$ cat config.mk
export PLATFORM = sky130hd
export DESIGN_NAME = bram_arbiter_flat
export DESIGN_NICKNAME = d
export VERILOG_FILES = /design/src/rtl/bram_arbiter_if.sv /design/src/rtl/bram_arbiter.sv /design/src/flat_wrapper.sv
export SDC_FILE = /design/constraint.sdc
export NUM_CORES = 1
export LEC_CHECK = 0
export BUFFER_PORTS_ARGS = -buffer_cell sky130_fd_sc_hd__buf_4
export CORE_AREA = 2 2 86 88
export DETAILED_ROUTE_END_ITERATION = 10
export DIE_AREA = 0 0 88 90
export PLACE_DENSITY = 0.73
export SLEW_MARGIN = 15
export SYNTH_ARGS = -nofsm -noshare
export SYNTH_HDL_FRONTEND = slang
export SYNTH_SLANG_ARGS = --single-unit
$ cat constraint.sdc
create_clock -name i_clk -period 1.1 [get_ports i_clk]
set_clock_uncertainty 0.05 [all_clocks]
set_input_delay 0.11 -clock i_clk [delete_from_list [all_inputs] [get_ports i_clk]]
set_output_delay 0.11 -clock i_clk [all_outputs]
set_load 0.1 [all_outputs]
$ cat src/rtl/bram_arbiter_if.sv
// Request/response and BRAM-side signal bundle for the two-port BRAM arbiter.
// slave = arbiter view, master = requesters plus the BRAM they share.
interface bram_arbiter_if #(
    parameter int WIDTH_BITS = 32,
    parameter int ADDRWIDTH  = 6
);
    logic                  i_vld_0;
    logic                  i_we_0;
    logic [ADDRWIDTH-1:0]  i_addr_0;
    logic [WIDTH_BITS-1:0] i_wd_0;
    logic                  o_rdy_0;
    logic                  o_rsp_vld_0;
    logic [WIDTH_BITS-1:0] o_rsp_rd_0;

    logic                  i_vld_1;
    logic                  i_we_1;
    logic [ADDRWIDTH-1:0]  i_addr_1;
    logic [WIDTH_BITS-1:0] i_wd_1;
    logic                  o_rdy_1;
    logic                  o_rsp_vld_1;
    logic [WIDTH_BITS-1:0] o_rsp_rd_1;

    logic                  o_bram_en;
    logic                  o_bram_we;
    logic [ADDRWIDTH-1:0]  o_bram_addr;
    logic [WIDTH_BITS-1:0] o_bram_wd;
    logic [WIDTH_BITS-1:0] i_bram_rd;

    // Handshake: a request transfers in any cycle where i_vld_k && o_rdy_k; the
    // requester holds all request fields stable until then. o_rsp_vld_k is a
    // one-cycle pulse with no back-pressure, one cycle after the transfer.
    modport slave (
        input  i_vld_0, i_we_0, i_addr_0, i_wd_0,
        input  i_vld_1, i_we_1, i_addr_1, i_wd_1,
        input  i_bram_rd,
        output o_rdy_0, o_rsp_vld_0, o_rsp_rd_0,
        output o_rdy_1, o_rsp_vld_1, o_rsp_rd_1,
        output o_bram_en, o_bram_we, o_bram_addr, o_bram_wd
    );

    modport master (
        output i_vld_0, i_we_0, i_addr_0, i_wd_0,
        output i_vld_1, i_we_1, i_addr_1, i_wd_1,
        output i_bram_rd,
        input  o_rdy_0, o_rsp_vld_0, o_rsp_rd_0,
        input  o_rdy_1, o_rsp_vld_1, o_rsp_rd_1,
        input  o_bram_en, o_bram_we, o_bram_addr, o_bram_wd
    );
endinterface

$ cat src/rtl/bram_arbiter.sv
// Two-requester round-robin arbiter in front of a single-port BRAM with a
// one-cycle read latency; responses are routed back by a registered tag.
module bram_arbiter #(
    parameter int WIDTH_BITS = 32,
    parameter int ADDRWIDTH  = 6
) (
    input  logic            i_clk,
    input  logic            i_rst_n,
    bram_arbiter_if.slave   bus,
    output logic            o_dbg_rr_ptr
);

    logic rr_ptr;
    logic gnt_0;
    logic gnt_1;
    logic tag_vld;
    logic tag_id;
    logic tag_we;

    // Grants are masked by reset so the BRAM sees no traffic while held in reset.
    always_comb begin
        gnt_0 = 1'b0;
        gnt_1 = 1'b0;
        if (i_rst_n) begin
            if (bus.i_vld_0 && bus.i_vld_1) begin
                gnt_0 = ~rr_ptr;
                gnt_1 = rr_ptr;
            end else begin
                gnt_0 = bus.i_vld_0;
                gnt_1 = bus.i_vld_1;
            end
        end
    end

    assign bus.o_rdy_0  = gnt_0;
    assign bus.o_rdy_1  = gnt_1;
    assign o_dbg_rr_ptr = rr_ptr;

    always_comb begin
        bus.o_bram_en   = 1'b0;
        bus.o_bram_we   = 1'b0;
        bus.o_bram_addr = '0;
        bus.o_bram_wd   = '0;
        if (gnt_0) begin
            bus.o_bram_en   = 1'b1;
            bus.o_bram_we   = bus.i_we_0;
            bus.o_bram_addr = bus.i_addr_0;
            bus.o_bram_wd   = bus.i_wd_0;
        end else if (gnt_1) begin
            bus.o_bram_en   = 1'b1;
            bus.o_bram_we   = bus.i_we_1;
            bus.o_bram_addr = bus.i_addr_1;
            bus.o_bram_wd   = bus.i_wd_1;
        end
    end

    // Pointer moves to the loser of each accepted request, so contention alternates.
    always_ff @(posedge i_clk or negedge i_rst_n) begin
        if (!i_rst_n) begin
            rr_ptr  <= 1'b0;
            tag_vld <= 1'b0;
            tag_id  <= 1'b0;
            tag_we  <= 1'b0;
        end else begin
            if (gnt_0) begin
                rr_ptr <= 1'b1;
            end else if (gnt_1) begin
                rr_ptr <= 1'b0;
            end
            tag_vld <= gnt_0 | gnt_1;
            tag_id  <= gnt_1;
            tag_we  <= (gnt_0 & bus.i_we_0) | (gnt_1 & bus.i_we_1);
        end
    end

    // Write responses carry zero: the BRAM output is stale during a write.
    always_comb begin
        bus.o_rsp_vld_0 = tag_vld & ~tag_id;
        bus.o_rsp_vld_1 = tag_vld & tag_id;
        bus.o_rsp_rd_0  = '0;
        bus.o_rsp_rd_1  = '0;
        if (bus.o_rsp_vld_0 && !tag_we) begin
            bus.o_rsp_rd_0 = bus.i_bram_rd;
        end
        if (bus.o_rsp_vld_1 && !tag_we) begin
            bus.o_rsp_rd_1 = bus.i_bram_rd;
        end
    end

endmodule

$ cat src/flat_wrapper.sv
// flat-port wrapper written by rule: the top's interface ports become plain ports
module bram_arbiter_flat 
#(
    parameter int WIDTH_BITS = 32,
    parameter int ADDRWIDTH  = 6
)
  (i_clk, i_rst_n, o_dbg_rr_ptr, bus_i_vld_0, bus_i_we_0, bus_i_addr_0, bus_i_wd_0, bus_i_vld_1, bus_i_we_1, bus_i_addr_1, bus_i_wd_1, bus_i_bram_rd, bus_o_rdy_0, bus_o_rsp_vld_0, bus_o_rsp_rd_0, bus_o_rdy_1, bus_o_rsp_vld_1, bus_o_rsp_rd_1, bus_o_bram_en, bus_o_bram_we, bus_o_bram_addr, bus_o_bram_wd);
  bram_arbiter_if #(.WIDTH_BITS(WIDTH_BITS), .ADDRWIDTH(ADDRWIDTH)) bus_i ();
  input  logic i_clk;
  input  logic i_rst_n;
  output logic o_dbg_rr_ptr;
  input wire logic [$bits(bus_i.i_vld_0)-1:0] bus_i_vld_0;
  input wire logic [$bits(bus_i.i_we_0)-1:0] bus_i_we_0;
  input wire logic [$bits(bus_i.i_addr_0)-1:0] bus_i_addr_0;
  input wire logic [$bits(bus_i.i_wd_0)-1:0] bus_i_wd_0;
  input wire logic [$bits(bus_i.i_vld_1)-1:0] bus_i_vld_1;
  input wire logic [$bits(bus_i.i_we_1)-1:0] bus_i_we_1;
  input wire logic [$bits(bus_i.i_addr_1)-1:0] bus_i_addr_1;
  input wire logic [$bits(bus_i.i_wd_1)-1:0] bus_i_wd_1;
  input wire logic [$bits(bus_i.i_bram_rd)-1:0] bus_i_bram_rd;
  output wire logic [$bits(bus_i.o_rdy_0)-1:0] bus_o_rdy_0;
  output wire logic [$bits(bus_i.o_rsp_vld_0)-1:0] bus_o_rsp_vld_0;
  output wire logic [$bits(bus_i.o_rsp_rd_0)-1:0] bus_o_rsp_rd_0;
  output wire logic [$bits(bus_i.o_rdy_1)-1:0] bus_o_rdy_1;
  output wire logic [$bits(bus_i.o_rsp_vld_1)-1:0] bus_o_rsp_vld_1;
  output wire logic [$bits(bus_i.o_rsp_rd_1)-1:0] bus_o_rsp_rd_1;
  output wire logic [$bits(bus_i.o_bram_en)-1:0] bus_o_bram_en;
  output wire logic [$bits(bus_i.o_bram_we)-1:0] bus_o_bram_we;
  output wire logic [$bits(bus_i.o_bram_addr)-1:0] bus_o_bram_addr;
  output wire logic [$bits(bus_i.o_bram_wd)-1:0] bus_o_bram_wd;
  assign bus_i.i_vld_0 = bus_i_vld_0;
  assign bus_i.i_we_0 = bus_i_we_0;
  assign bus_i.i_addr_0 = bus_i_addr_0;
  assign bus_i.i_wd_0 = bus_i_wd_0;
  assign bus_i.i_vld_1 = bus_i_vld_1;
  assign bus_i.i_we_1 = bus_i_we_1;
  assign bus_i.i_addr_1 = bus_i_addr_1;
  assign bus_i.i_wd_1 = bus_i_wd_1;
  assign bus_i.i_bram_rd = bus_i_bram_rd;
  assign bus_o_rdy_0 = bus_i.o_rdy_0;
  assign bus_o_rsp_vld_0 = bus_i.o_rsp_vld_0;
  assign bus_o_rsp_rd_0 = bus_i.o_rsp_rd_0;
  assign bus_o_rdy_1 = bus_i.o_rdy_1;
  assign bus_o_rsp_vld_1 = bus_i.o_rsp_vld_1;
  assign bus_o_rsp_rd_1 = bus_i.o_rsp_rd_1;
  assign bus_o_bram_en = bus_i.o_bram_en;
  assign bus_o_bram_we = bus_i.o_bram_we;
  assign bus_o_bram_addr = bus_i.o_bram_addr;
  assign bus_o_bram_wd = bus_i.o_bram_wd;
  bram_arbiter #(.WIDTH_BITS(WIDTH_BITS), .ADDRWIDTH(ADDRWIDTH)) u_core (.i_clk(i_clk), .i_rst_n(i_rst_n), .bus(bus_i), .o_dbg_rr_ptr(o_dbg_rr_ptr));
endmodule
==> results.toml <==
[outcome]
status = "finished with violations"
violations = "negative setup slack"

[sta]
layout_min_cycle_time_ps = 1710
fin_ws_ps = -607
tightest_slew_ps = 283
setup_viol = 110
drv_slew = 0
max_slew_margin = 0.811
fin_crit_sh = 1.55
fmax_ghz = 0.586
final-hold-violation-count = 0
rsz0062_at_grt = "true"
whs_ps = 164

[detailed_routing]
ant_nets = 0
post-route-drc-count = 0
drt-wirelength-per-cell_um = 22.0
drt_iter0_markers = 69
totalWireLength_um = 13200
num_vias = 3076
drt_first_pass_iters = 4
vias_per_cell = 5.12

[global_routing]
track_usage = 0.305
overflow = 0
grt_pass1_vias = 3482
antenna_found_initial = 0
grt_util_met3 = 0.0689
use_met2 = 0.571
grt_pass1_wl_um = 19200
met1_usage = 0.320
grt_max_degree = 40
grt.busiest_layer = "met2"

[setup_path]
cp-end-kind = "primary output"
cp-start-kind = "register"
r2r_cells = 3
crit_start = "u_core.o_dbg_rr_ptr"
required_ps = 940
path_class = "reg2out"
r2r_start = "u_core.o_dbg_rr_ptr"
cp_data_arrival_time_ps = 1550
rrSetupSlack_ps = -150
cp_max_fo = 12
cp-endpoint = "bus_o_bram_wd[17]"
worstReg2RegEnd = "u_core.tag_we"

[die]
die_w_um = 88
die_h_um = 90
rows = 31
die_area_mm2 = 0.00792
num_io_pins = 223
core_region_area_mm2 = 0.00702
start_util = 0.238

[clocking]
cts_tree = "built"
clk_latency_ps = 230
cts_root_buf = "clkbuf_8"
cts_made_buffers = 3
cts_htree_levels = 1
cts_buffer_depth = 2
cts_sinks = 4
clkTransAtPathRegs_ps = 40

[final_layout]
final_cell_area_mm2 = 0.00647
area_growth_pct = 288
drive_gt1_frac = 0.813
diodes = 0
layout.nets = 617
utilization = 0.922

[power]
leakage_nw = 2.44
pwr_density_cell_mw_per_mm2 = 855
power_mw = 5.54
peakVddDrop_mv = 0.619

[yosys]
synthFlopType = "dfrtp_1"
yosys_warnings = 0
synth_most_common_cell = "nand2_1"
ys_seq_area_frac = 0.0600
synth_cells = 265
ys_ff_latch = 4
syn_nets = 379
synth_commonest_cells = "108 x nand2_1, 67 x nor2_1, 39 x o32ai_2"
synth_edf_count = 0
synth_area_per_cell_um2 = 6.30
async_flop_share = 1.00
ys_types = 16
mappedNetlistArea_mm2 = 0.00167
synthTopCellsByArea = "o32ai_2 38%, nand2_1 24%, nor2_1 15%"
synth_top_cell_by_area = "o32ai_2"
yosys.area.top_type_share = 0.380

[flow_run]
cap_violations = 0

[place]
placed_cell_area_mm2 = 0.00480
place_congestion = 0.776
dp_hpwl_um = 6940
port_buffers = 222
pre_cts_ws_ps = -429

[hold_path]
hold_path_class = "in2reg"
hold_depth = 3
-- worst min-delay path by stage --
| stage | startpoint | end |
|---|---|---|
| 5_1_grt | bus_i_vld_1 | u_core.o_dbg_rr_ptr |
| 6_report | bus_i_vld_1 | u_core.o_dbg_rr_ptr |
| 3_5_place_dp | i_rst_n | u_core.tag_we |
| 4_1_cts | bus_i_vld_1 | u_core.o_dbg_rr_ptr |
| 3_3_place_gp | i_rst_n | u_core.tag_id |
| 2_1_floorplan | i_rst_n | u_core.tag_id |
-- cell type report --
| class | instances | area [um2] |
|---|---|---|
| Timing Repair Buffer | 264 | 3730 |
| Multi-Input combinational cell | 226 | 2440 |
| Fill cell | 225 | 546 |
| Tap cell | 99 | 124 |
| Sequential cell | 4 | 105 |
| Clock buffer | 4 | 45.0 |
| Inverter | 4 | 26.3 |
-- worst max-delay path: stages (launching register included) --
cell and delay (ps):
dfrtp_4 490, a21bo_4 270, buf_12 180, o32ai_4 140, buf_12 220
-- state kept, by name, indices dropped and copies added (netlist names) --
signal	flops
u_core.tag_id	1
u_core.tag_vld	1
u_core.tag_we	1
u_core.o_dbg_rr_ptr	1
-- per-stage QoR --
stage | TNS (ps) | cells
5_1_grt | -61890 | 601
4_1_cts | -54110 | 598
3_5_place_dp | -37110 | 585
2_1_floorplan | -65130 | 265
3_3_place_gp | -35830 | 585
6_report | -58080 | 601
-- repair_timing --
action,4_1_cts,5_1_grt
setup buffers,5,0
hold buffers,1,0
resized for setup,330,6
pin swaps,11,14
hold endpoints to repair,4,0
gates cloned,3,4
setup endpoints to repair,110,110
-- per-layer routing --
| metal | part of all wire | routed length (um) |
|---|---|---|
| met5 | 0 | 0 |
| met4 | 0.036 | 477 |
| met3 | 0.074 | 974 |
| met2 | 0.56 | 7370 |
| met1 | 0.33 | 4390 |
-- cell families after synthesis --
kind of cell,synth area share
DFF,0.0600
buffers and inverters,0.119
AOI/OAI and AO/OA,0.398
and+or+nand+nor,0.423
-- power by group --
group / total [mW] / leakage (nW) / internal [mW] / switching (mW)
Combinational: 5.00 / 2.36 / 1.96 / 3.03
Clock: 0.350 / 0.0228 / 0.250 / 0.101
Sequential: 0.190 / 0.0479 / 0.168 / 0.0221
Total: 5.54 / 2.44 / 2.38 / 3.16
-- cells in the final DEF (no fill, tap or decap), types with 2 or more instances in the layout --
master      netlist  routed
buf_12            0     127
buf_16            0       2
buf_4             0     124
buf_6             6       4
clkbuf_16         0       4
clkbuf_8          0       3
clkinvlp_4        0       2
dfrtp_1           4       2
nand2_1         108      87
nand2_2           0      20
nand2b_4          0       5
nor2_4            0      66
o32ai_4           0      39
No activity file was read; power rests on OpenSTA's default activity.
